[config.mk]
export PLATFORM = sky130hd
export DESIGN_NAME = txwregif_rdctl
export DESIGN_NICKNAME = d
export VERILOG_FILES = /design/src/rtl/txwregif_rdctl.sv
export SDC_FILE = /design/constraint.sdc
export NUM_CORES = 1
export LEC_CHECK = 0
export CORE_ASPECT_RATIO = 2
export CORE_MARGIN = 8
export CORE_UTILIZATION = 41
export DETAILED_ROUTE_END_ITERATION = 7
export GPL_TIMING_DRIVEN = 0
export HOLD_SLACK_MARGIN = 0.08
export PLACE_DENSITY = 0.82
export SYNTH_ARGS = -nofsm -noshare
export SYNTH_HDL_FRONTEND = slang
export SYNTH_SLANG_ARGS = --single-unit
[constraint.sdc]
create_clock -name clk -period 2.1 [get_ports clk]
set_input_delay 0.42 -clock clk [delete_from_list [all_inputs] [get_ports clk]]
set_output_delay 0.42 -clock clk [all_outputs]
set_load 0.02 [all_outputs]
[src/rtl/txwregif_rdctl.sv]
// TX write-register-interface FIFO reader: pops 3-word records (addr, data hi, data lo)
// and issues one req/ack register write per record. Optional ack timeout: TXWREGIF_TIMEOUT_EN.
module txwregif_rdctl #(
    parameter int WIDTH   = 16,
    parameter int PTR     = 2,
    parameter int TIMEOUT = 255
) (
    input  logic             clk,
    input  logic             reset,
    input  logic             fifo_rdempty,
    input  logic [WIDTH-1:0] fifo_dataout,
    input  logic [PTR:0]     fifo_rdusedw,
    output logic             fifo_rden,
    output logic             reg_wr,
    output logic [15:0]      reg_addr,
    output logic [31:0]      reg_wdata,
    input  logic             reg_ack,
    output logic             wr_done,
    output logic [15:0]      wr_cnt,
    output logic             busy,
    output logic             err,
    output logic [PTR:0]     dbg_fill
);

    typedef enum logic [1:0] {IDLE, FETCH, WRITE} state_t;

    state_t     state, state_nx;
    logic       rd_pend;
    logic [1:0] wcnt;
    logic       to_hit;

`ifdef TXWREGIF_TIMEOUT_EN
    localparam logic [7:0] TO_LAST = 8'(TIMEOUT - 1);
    logic [7:0] to_cnt;

    // an ack on the limit cycle takes priority over the abort
    assign to_hit = reg_wr && !reg_ack && (to_cnt == TO_LAST);

    always_ff @(posedge clk) begin
        if (reset) begin
            to_cnt <= '0;
            err    <= 1'b0;
        end else begin
            err <= to_hit;
            if (state != WRITE)
                to_cnt <= '0;
            else if (!reg_ack)
                to_cnt <= to_cnt + 8'd1;
        end
    end
`else
    assign to_hit = 1'b0;
    assign err    = 1'b0;
`endif

    assign busy = (state != IDLE);

    always_ff @(posedge clk) begin
        if (reset) state <= IDLE;
        else       state <= state_nx;
    end

    always_comb begin
        state_nx  = state;
        fifo_rden = 1'b0;
        case (state)
            IDLE:  if (!fifo_rdempty) state_nx = FETCH;
            FETCH: begin
                // one pop in flight at a time: data lands the cycle after rden
                fifo_rden = !fifo_rdempty && !rd_pend;
                if (rd_pend && wcnt == 2'd2) state_nx = WRITE;
            end
            WRITE: if ((reg_wr && reg_ack) || to_hit) state_nx = IDLE;
            default: state_nx = IDLE;
        endcase
    end

    always_ff @(posedge clk) begin
        if (reset) begin
            rd_pend   <= 1'b0;
            wcnt      <= '0;
            reg_addr  <= '0;
            reg_wdata <= '0;
            reg_wr    <= 1'b0;
            wr_done   <= 1'b0;
            wr_cnt    <= '0;
            dbg_fill  <= '0;
        end else begin
            rd_pend  <= fifo_rden;
            dbg_fill <= fifo_rdusedw;
            wr_done  <= 1'b0;

            if (state == IDLE) begin
                wcnt <= '0;
            end else if (rd_pend) begin
                case (wcnt)
                    2'd0:    reg_addr          <= fifo_dataout;
                    2'd1:    reg_wdata[31:16]  <= fifo_dataout;
                    default: reg_wdata[15:0]   <= fifo_dataout;
                endcase
                wcnt <= wcnt + 2'd1;
            end

            if (state == FETCH && state_nx == WRITE) begin
                reg_wr <= 1'b1;
            end else if (reg_wr && reg_ack) begin
                reg_wr  <= 1'b0;
                wr_done <= 1'b1;
                wr_cnt  <= wr_cnt + 16'd1;
            end else if (to_hit) begin
                reg_wr <= 1'b0;
            end
        end
    end

endmodule

After elaboration in Yosys (flattened, before gate mapping)
Cells that the tools add are included.
- bits in registers: 74
- input port bits: 23
- output and inout port bits: 72
- logic and storage cells: 45
- $add $sub $neg: 2
- equal/unequal tests: 5
- multiplexer cells: 8
- bitwise gates (word level): 3
- reductions and logical operators: 17
- operators by type and width (kind ; count):
    16-bit by 1-bit adder with 16-bit output, second input constant ; 1
    3-bit AND reduction ; 3
    2-bit == test, second input constant ; 3
    2-bit two-way mux ; 3
    2-bit case mux with 3 select lines ; 1
    2-bit OR reduction ; 3
    2-bit by 1-bit == test with 1-bit output, second input constant ; 2
    1-bit logical AND ; 4
    2-bit zero test ; 2
    1-bit two-way mux ; 4
    2-bit nonzero test ; 2
    1-bit inverter ; 3
    2-bit by 1-bit adder with 2-bit output, second input constant ; 1
    1-bit zero test ; 2
    2-bit AND reduction ; 1

Logic depth before layout (Yosys ltp)
- word-level depth: 8
- mapped depth: 7
- depth with buffers taken out: 6

Worst setup path after synthesis
OpenSTA, ideal clock, no wires.
- kind: flip-flop to flip-flop
- start: register wcnt[0]
- end: register wr_cnt[15]
- library setup time: 0.121 ns
- arrival time: 1.973 ns
- setup slack: 0.006 ns
- cell stages (with the launch flop): 8
- path buffers: 1
- cell sequence: dfxtp_1 inv_1 ha_1 and4b_1 buf_6 or4_4 nor3_1 mux2_2
- longest elaborated chain between the ends: 8
- RTL lines (what ; line ; RTL):
    start, declared ; 29 ; logic [1:0] wcnt;
    start signal, assigned ; 101 ; wcnt <= wcnt + 2'd1;
    2-bit == test ; 71 ; if (rd_pend && wcnt == 2'd2) state_nx = WRITE;
    1-bit logical AND ; 71 ;
    2-bit two-way mux ; 71 ;
    2-bit case mux with 3 select lines ; 66 ; case (state)
    2-bit == test ; 104 ; if (state == FETCH && state_nx == WRITE) begin
    1-bit logical AND ; 104 ;
    1-bit inverter (no source line) ; n/a ;
    2-bit AND reduction (no source line) ; n/a ;
    end signal, assigned ; 109 ; wr_cnt <= wr_cnt + 16'd1;
    end, declared ; 19 ; output logic [15:0] wr_cnt,
Every way passes these cells.
A chain may end at the register's enable or synchronous reset.

Worst setup path after layout
Ends and elaborated chain as after synthesis.

==> impl_summary.md <==
Routing
The detailed-routed wire length on met3 is 391 um. The top routing layer in use is met4. For this block, the routed nets add up to 8.28 mm of wire. The via count of the routed design is 2715.

Wire segments on met2 add up to 4.70 mm in the final route. The per-cell routed wire length is 15.3 um. The initial detailed-routing violation count is 155.

The detailed router put a total of 2.91 mm of wire on met1. The number of detailed-routing iterations run before antenna repair is 4. The average via count per standard cell is 5.03.

Once detail routing completed, the nets flagged for antenna violations numbered 0. The DRC violation count after routing is 0.

Critical path
The buffering stage count on the worst path with inverters included is 2. The worst register-to-register path ends at wr_cnt[15]$_SDFFE_PP0P_. The slowest library cell on the worst path is sky130_fd_sc_hd__or4_4. The arrival time of data at the critical path endpoint is 2.24 ns. The kind of cell with the highest combined delay along the critical path is simple AND/OR/NAND/NOR gates.

The critical path goes through inv_1, ha_2, and4b_1, buf_6, or4_4, nor3_4, mux2_2. The worst setup path is captured at a register. For this run, the slowest stage of the critical path takes 0.47 ns.

In this run the register-to-register setup slack is 0.09 ns. The worst setup path startpoint is wcnt[0]$_SDFFE_PP0P_. The kind of critical path is reg -> reg. In this run the worst path has a maximum fanout of 8. For the worst setup path, the data required time is 2.32 ns. In this run the critical register-to-register path is launched from wcnt[0]$_SDFFE_PP0P_. Counting cells, the worst reg-to-reg path comes to 7. The element type at the critical path start is a register.

Logic synthesis
Summing the sequential cell areas from Yosys gives 52.8% of the chip area. The number of unique standard cell types used by synthesis is 33. The share of synthesized flip-flops with an asynchronous set or reset is 0%. After synthesis the cells add up to 2810 um^2.

The flip-flop and latch count after synthesis is 74. The gate count after technology mapping is 344. When the netlist entered floorplanning its net count stood at 371. The count of warnings emitted by yosys is 0. The proportion of netlist area held by the largest area contributor is 52.8%. The mean cell area of the mapped netlist is 8.16 um^2.

The main flop type after synthesis is sky130_fd_sc_hd__dfxtp_1. The synthesized design spends more area on one cell type than any other, namely sky130_fd_sc_hd__dfxtp_1. In this run, synthesis inferred 0 flip-flops with an integrated enable. Sorting the synthesized cells by area gives the leading types as sky130_fd_sc_hd__dfxtp_1 53%, sky130_fd_sc_hd__nand2_1 14%, sky130_fd_sc_hd__a21oi_1 10%.

Global route
The maximum number of pins on one net before global-route repair is 13. The number of global-route vias before repair was 2709. The first-pass GRT wire length is 13.1 mm. The remaining global-route overflow is 0. For this run, the total global-route usage over all layers was measured as 17.3%. The number of antenna violations at the first check in global routing is 0.

Layout
The synthesis-to-layout area growth is 50.4%. The top cell types in the final layout, fill and taps aside, are 104 x sky130_fd_sc_hd__nand2_1, 92 x sky130_fd_sc_hd__clkdlybuf4s50_1, 73 x sky130_fd_sc_hd__dfxtp_1. Cells with a size suffix above 1 make up 5.53% of the layout. The library cell used most frequently in the layout, excluding fill and tap cells, is sky130_fd_sc_hd__nand2_1. With fillers left out, the area of the finished cells amounts to 4220 um^2. The antenna diode count is 0. In the final design database the tool counted 474 nets.

STA
The final setup violation count is 0. Setup slack on the critical path of the routed design comes to 0.0864 ns. Measured against its own limit, the worst slew margin works out to 62.4%. The transition time at the pin with the least slew margin is 0.565 ns. The total count of max-transition violations in the final report is 0.

For this run, the top clock speed supported by timing is 497 MHz. Counting I/O delays and the setup requirement, the final critical path takes 2.01 ns. Setup repair after global routing left no endpoint under its margin. The final count of hold timing violations is 0. Between clock sinks in the finished design, the worst skew comes to 0.00543 ns. In the finished design, the share of the clock period the worst path needs comes to 95.9%. Summed over all failing endpoints, the final setup total negative slack is 0 ns.

Outcome
The run finished with clean final reports.

Flow run
The reported max-cap violation count is 0.

CTS
The clock passes through at most 2 buffers. The number of clock sinks is 74. Hold repair after CTS inserted 0 buffers. The clock tree from TritonCTS is built. Buffers inserted during clock tree synthesis total 9. The later-pin clock latency in the skew report is 0.34 ns. Clock tree synthesis selected as its root buffer the cell sky130_fd_sc_hd__clkbuf_16. The H-tree was split into 3 levels. The clock transition at the register clock pins on the worst setup and hold paths after CTS is 0.06 ns.

Floorplanning
The floorplan step defined a die boundary enclosing 9910 um^2. The die is 133 um tall. The core region is 6620 um^2. In this run the count of I/O pins placed on the die edge is 95. The starting density of the core is 42.4%.

The die span in x is 74.5 um. In this run the core area contains 42 standard-cell rows.

Min path
The worst hold path begins at reg_wdata[7]$_SDFFE_PP0P_. Along the worst hold path, the cell count comes to 2. The path class of the tightest hold or removal check is reg -> reg.

For hold timing, the worst endpoint is reg_wdata[7]$_SDFFE_PP0P_.

Place
At the placement stage, the worst setup path has a slack of -0.313 ns. The global placer's final weighted congestion is 0.838. The count of input and output buffers is 93.

The area after detailed placement is 3850 um^2. The wire-length estimate of the detail-placed layout is 6.27 mm.

Pwr
The worst-case IR drop observed on VDD is 0.572 mV. The power density normalized to cell area is 795 nW/um^2. For this design the static power due to leakage is 1.41 nW.
-- area by class of cell --
cell class / instances / area (um^2)
clock buffer: 12 / 256
inverter: 5 / 18.8
tap: 88 / 110
timing repair buffer: 93 / 930
fill: 572 / 2400
multi-input combinational: 244 / 1240
clock inverter: 4 / 97.6
sequential: 74 / 1480
buffer: 20 / 87.6
-- state kept, by name, summed over array words and instances (netlist names) --
register	flops
dbg_fill	3
rd_pend	1
wr_cnt	16
reg_wdata	32
wcnt	2
state	2
reg_addr	16
wr_done	1
reg_wr	1
-- kinds of logic after synthesis --
logic type	Yosys count	share of synthesized area, %
AND/OR/NAND/NOR	161	25.8
flip-flops	74	52.8
AO/OA/AOI/OAI	67	12.0
buffers and inverters	26	3.92
adder cells (fa/ha/maj)	4	1.78
XOR/XNOR	9	2.81
other	1	0.134
multiplexers	2	0.758
-- worst register-to-register path: cells and delay by family, from the launching register on --
family | cells | cell delay, ns
DFF | 1 | 0.35
adders and majority gates | 1 | 0.19
and+or+nand+nor | 3 | 0.82
buffers and inverters | 2 | 0.20
muxes | 1 | 0.35
-- repair_timing --
item,CTS,global route
gates resized for setup,4,3
endpoints found under the setup margin,13,12
setup buffers,0,0
pin swaps,1,0
-- routing by layer --
layer	track usage, %	vias up
met2	32.5	79
li1	-	1346
met4	10.0	0
met1	15.5	1273
met5	0	-
met3	3.71	17
-- report_power, final --
part | switching (mW) | internal [mW] | total (mW)
registers | 0.00644 | 1.41 | 1.42
clock network | 0.573 | 1.23 | 1.80
logic | 0.0731 | 0.0652 | 0.138
-- synthesized netlist by cell type (all sizes together) (2+ instances only) --
| library cell | number |
|---|---|
| nand2b | 2 |
| or3 | 6 |
| ha | 4 |
| nor2b | 4 |
| nor3 | 8 |
| nor4 | 3 |
| clkbuf | 18 |
| inv | 5 |
| nand4b | 2 |
| nand2 | 104 |
| dfxtp | 74 |
| o21ai | 8 |
| xnor2 | 7 |
| xor2 | 2 |
| nand3 | 5 |
| nand4 | 4 |
| buf | 3 |
| and4 | 3 |
| a21oi | 58 |
| and2 | 3 |
| nor2 | 12 |
-- metrics by stage --
step	util, %	hold WS, ns	total power [mW]	std cells
after CTS	63.6	0.454	3.37	540
after global placement	58.1	0.442	1.59	525
final	63.8	0.452	3.36	540
after detailed placement	58.1	0.446	1.59	525
after floorplan	-	0.498	1.50	344
after global routing	63.8	0.469	3.43	540
-- worst max path at each step --
stage                                            to  slack, ns  cells past startpoint
final                       wr_cnt[15]$_SDFFE_PP0P_       0.09                      7
after global routing                           busy      0.005                      3
after CTS                 reg_wdata[9]$_SDFFE_PP0P_       0.01                      6
after detailed placement    wr_cnt[15]$_SDFFE_PP0P_      -0.31                      5
after global placement      wr_cnt[15]$_SDFFE_PP0P_      -0.26                      5
after floorplan             wr_cnt[15]$_SDFFE_PP0P_      0.006                      7
Note: power is estimated with default switching activity, not from simulation.
